===== config.mk =====
export PLATFORM = sky130hd
export DESIGN_NAME = ram_ctrl
export DESIGN_NICKNAME = d
export VERILOG_FILES = /design/src/rtl/ram_ctrl.sv
export SDC_FILE = /design/constraint.sdc
export NUM_CORES = 1
export LEC_CHECK = 0
export BUFFER_PORTS_ARGS = -buffer_cell sky130_fd_sc_hd__buf_2
export CAP_MARGIN = 20
export CORE_MARGIN = 2
export CORE_UTILIZATION = 40
export CTS_CLUSTER_SIZE = 10
export DETAILED_ROUTE_END_ITERATION = 7
export GPL_TIMING_DRIVEN = 0
export PLACE_DENSITY = 0.68
export SYNTH_ARGS = -nofsm -noshare
export SYNTH_HDL_FRONTEND = slang
export SYNTH_SLANG_ARGS = --single-unit

===== constraint.sdc =====
create_clock -name clk -period 2.12 [get_ports clk]
set_input_delay 0.424 -clock clk [delete_from_list [all_inputs] [get_ports clk]]
set_output_delay 0.424 -clock clk [all_outputs]
set_load 0.02 [all_outputs]

===== src/rtl/ram_ctrl.sv =====
// ram_ctrl: sequences host read/write requests and whole-RAM fills onto the we/oe/mem_add/mem_in pins of a single-port RAM
module ram_ctrl #(
  parameter int ADDR_W = 4,
  parameter int DATA_W = 4
) (
  input  logic              clk,
  input  logic              rst,
  input  logic              req_valid,
  output logic              req_ready,
  input  logic              req_write,
  input  logic [ADDR_W-1:0] req_addr,
  input  logic [DATA_W-1:0] req_wdata,
  output logic              rsp_valid,
  output logic [DATA_W-1:0] rsp_rdata,
  input  logic              fill_start,
  input  logic [DATA_W-1:0] fill_val,
  output logic              fill_done,
  output logic              busy,
  output logic              we,
  output logic              oe,
  output logic [ADDR_W-1:0] mem_add,
  output logic [DATA_W-1:0] mem_in,
  input  logic [DATA_W-1:0] mem_out
);
  typedef enum logic [1:0] {IDLE, WR, RD, FILL} state_t;
  state_t state;
  assign req_ready = state == IDLE;
  assign busy = state != IDLE;
  always_ff @(posedge clk)
    if (rst) begin
      state <= IDLE;
      we <= 1'b0;
      oe <= 1'b0;
      rsp_valid <= 1'b0;
      fill_done <= 1'b0;
      mem_add <= '0;
      mem_in <= '0;
      rsp_rdata <= '0;
    end else begin
      rsp_valid <= 1'b0;
      fill_done <= 1'b0;
      case (state)
        IDLE:
          if (fill_start) begin
            state <= FILL;
            we <= 1'b1;
            mem_add <= '0;
            mem_in <= fill_val;
          end else if (req_valid) begin
            state <= req_write ? WR : RD;
            we <= req_write;
            oe <= !req_write;
            mem_add <= req_addr;
            mem_in <= req_write ? req_wdata : mem_in;
          end
        WR: begin
          state <= IDLE;
          we <= 1'b0;
          rsp_valid <= 1'b1;
          rsp_rdata <= '0;
        end
        RD: begin
          state <= IDLE;
          oe <= 1'b0;
          rsp_valid <= 1'b1;
          rsp_rdata <= mem_out;
        end
        FILL:
          if (mem_add == '1) begin
            state <= IDLE;
            we <= 1'b0;
            fill_done <= 1'b1;
          end else
            mem_add <= mem_add + ADDR_W'(1);
      endcase
    end
endmodule

==> out/metrics.yaml <==
floorplan.die.height_um: 53.9
final.min_clock_period_ns: 1.80
grt_pass1_vias: 869
grt_start_max_net_pins: 11
crit_fanout: 7
clk_pin_slew_worst_paths_ns: 0.10
async_flop_share_pct: 0
end_kind: "flip-flop"
synth-edff-count: 0
boundaryPins: 39
intPower_w: 0.000655
crit_buf_inv: 1
slew-limit-headroom_pct: 69.3
power.switching_fraction_pct: 36.8
final_setup_skew_ns: 0.00848
antenna_violations_before_repair: 0
vias_per_cell: 5.31
synth_flop_cell: "sky130_fd_sc_hd__dfxtp_1"
worst_slack_ns: 0.319
clkSinkCount: 18
yosysSeqAreaShare_pct: 36.2
crit_slowest_cell: "sky130_fd_sc_hd__nor3b_2"
postCtsSetupRepairBufs: 0
run_status: "completed"
drt.antenna.violating_nets: 0
hold_viol: 0
initial_core_util_pct: 41.3
cts.root.buffer_cell: "sky130_fd_sc_hd__clkbuf_4"
post_route_cells_drive_above_1_share_pct: 33.3
hold_path_class: "primary input to flip-flop"
final_cell_count_no_fill: 180
grt_setup_unrepaired: "false"
net-switching-power_w: 0.000382
cts_repair_resize_count: 0
worst_hold_slack_ns: 0.389
powerDensity_nw_per_um2: 823
synth_cell_area_um2: 996
postSynthRegisterBits: 18
ys.warnings.count: 0
drtIter0Drc: 10
synth.top_cell.area_share_pct: 36.2
drt-wirelength-per-cell_um: 12.7
grt_usage_pct: 17.7
p_seq_share_pct: 40.7
numnets_final: 178
drt_pre_antenna_iters: 4
static-leakage-power_nw: 0.582
placeableCoreArea_um2: 2410
highest_clock_frequency_the_design_can_meet_mhz: 555
placement.setup.worst_slack_ns: 0.358
finalSetupTns_ns: 0
holdBufCountCts: 0
timing_worst_setup_path_type: "flip-flop to flip-flop"
timing.critical_path.slowest_cell_delay_ns: 0.42
clock_latency_ns: 0.30
diodes: 0
clock_tree.htree_level_count: 1
maximum_vdd_ir_drop_uv: 504
drv_slew: 0
path_cells: "inv_1, ha_1, nor3b_2, a21o_1, mux2_1"
post_synth_inst_count: 108
syn-mean-instance-area_um2: 9.22
share_clk_of_total_power_pct: 20.8
cts_tree: "built"
synth_top_cells_by_area: "sky130_fd_sc_hd__dfxtp_1, sky130_fd_sc_hd__ha_1, sky130_fd_sc_hd__a21oi_1"
crit_required_ns: 2.31
synth.net_count: 135
floorplan.rows: 18
remaining_drc_errors: 0
portBuffers: 38
detailed_place_hpwl_mm: 1.72
syn2layout_area_growth_pct: 26.5
numPlacedInstances: 176
comb_power_share_pct: 38.5
routed-via-count: 956
fp.dieArea_um2: 2910
synth.largest_area_cell: "sky130_fd_sc_hd__dfxtp_1"
setup_viol: 0
final.period_utilization_pct: 84.9
critPathLaunchType: "flip-flop"
postRouteWirelength_mm: 2.28
grt_pass1_wl_mm: 3.68
cts-buffers-inserted: 3
gp_routability_congestion: 0.808
max_cap_viol_count: 0
die_width_um: 53.9
arrival_ns: 1.99
clockBufferDepth: 2
count_of_distinct_cell_types_in_the_synthesized_netlist: 37
timing_worst_slew_pin_value_ns: 0.460
critPathTopFamily: "simple AND/OR/NAND/NOR gates"
globalRoute.totalOverflow: 0
## metrics by stage
stage                     utilization (%)  area, um^2  total power (W)
after global routing                 52.3        1260          0.00110
after floorplan                         -         996         0.000708
after detailed placement             50.8        1220         0.000827
after global placement               50.8        1220         0.000817
final                                52.3        1260          0.00104
after CTS                            52.3        1260          0.00104
## cell type report
cell class	instances	area [um^2]
multi-input combinational	78	586
tap	30	37.5
timing repair buffer	38	190
sequential	18	360
inverter	6	22.5
clock buffer	4	36.3
buffer	6	27.5
fill	240	1150
## power groups by stage
stage	Clock, W	Sequential (W)	Combinational, W
2_1_floorplan	0	0.000473	0.000235
6_report	0.000216	0.000422	0.000399
3_5_place_dp	0	0.000428	0.000399
3_3_place_gp	0	0.000426	0.000391
5_1_grt	0.000239	0.000428	0.000435
4_1_cts	0.000219	0.000421	0.000400
## worst register-to-register path, stage by stage, from the launching register on
cell                      delay, ns
sky130_fd_sc_hd__dfxtp_1       0.34
sky130_fd_sc_hd__inv_1         0.13
sky130_fd_sc_hd__ha_1          0.30
sky130_fd_sc_hd__nor3b_2       0.42
sky130_fd_sc_hd__a21o_1        0.18
sky130_fd_sc_hd__mux2_1        0.32
## metal layers
layer	wire length [um]	part of all wire [%]	up-vias	GRT usage, %
met4	51	2.2	0	10.3
met5	0	0	-	0
met1	1060	47	434	21.7
met2	1030	45	28	27.8
met3	141	6.2	5	4.44
li1	-	-	489	-
## sequential cells by signal, summed over array words and instances, names as in the netlist
| signal | count |
|---|---|
| fill_done | 1 |
| mem_add | 4 |
| mem_in | 4 |
| oe | 1 |
| rsp_rdata | 4 |
| rsp_valid | 1 |
| state | 2 |
| we | 1 |
## cells by family (layout without fill, tap and decap cells)
family	after synthesis	after routing	synth area share [%]
AO/OA/AOI/OAI	30	30	21.7
adder cells (fa/ha/maj)	6	6	7.54
buffers and inverters	12	54	5.02
flip-flops	18	18	36.2
multiplexers	8	8	8.29
AND/OR/NAND/NOR	34	34	21.2
## synthesized netlist by cell type (all sizes together), types with 3 or more instances
master,n
a21oi,12
ha,6
nand3,7
nor2,5
buf,3
clkbuf,3
nand2b,7
mux2i,6
a311oi,5
dfxtp,18
inv,6
nor3b,3
## path summary, 6_finish.rpt
| check | cells after the start | to | from | slack [ns] |
|---|---|---|---|---|
| worst min-delay path | 3 | rsp_rdata[2] | mem_out[2] | 0.39 |
| worst min register to register | 2 | we | we | 0.47 |
| worst max-delay path | 5 | state[1] | state[1] | 0.32 |
| worst max register to register | 5 | state[1] | state[1] | 0.32 |
## placed cells by master, fill, tap and decap left out, types with 5 or more instances in the layout
cell type,instances
sky130_fd_sc_hd__a311oi_1,5
sky130_fd_sc_hd__nand2b_1,7
sky130_fd_sc_hd__dfxtp_1,18
sky130_fd_sc_hd__nand3_1,7
sky130_fd_sc_hd__ha_1,6
sky130_fd_sc_hd__a21oi_1,12
sky130_fd_sc_hd__nor2_1,5
sky130_fd_sc_hd__mux2i_1,6
sky130_fd_sc_hd__inv_1,6
sky130_fd_sc_hd__buf_2,39
Note: power is estimated with default switching activity, not from simulation.
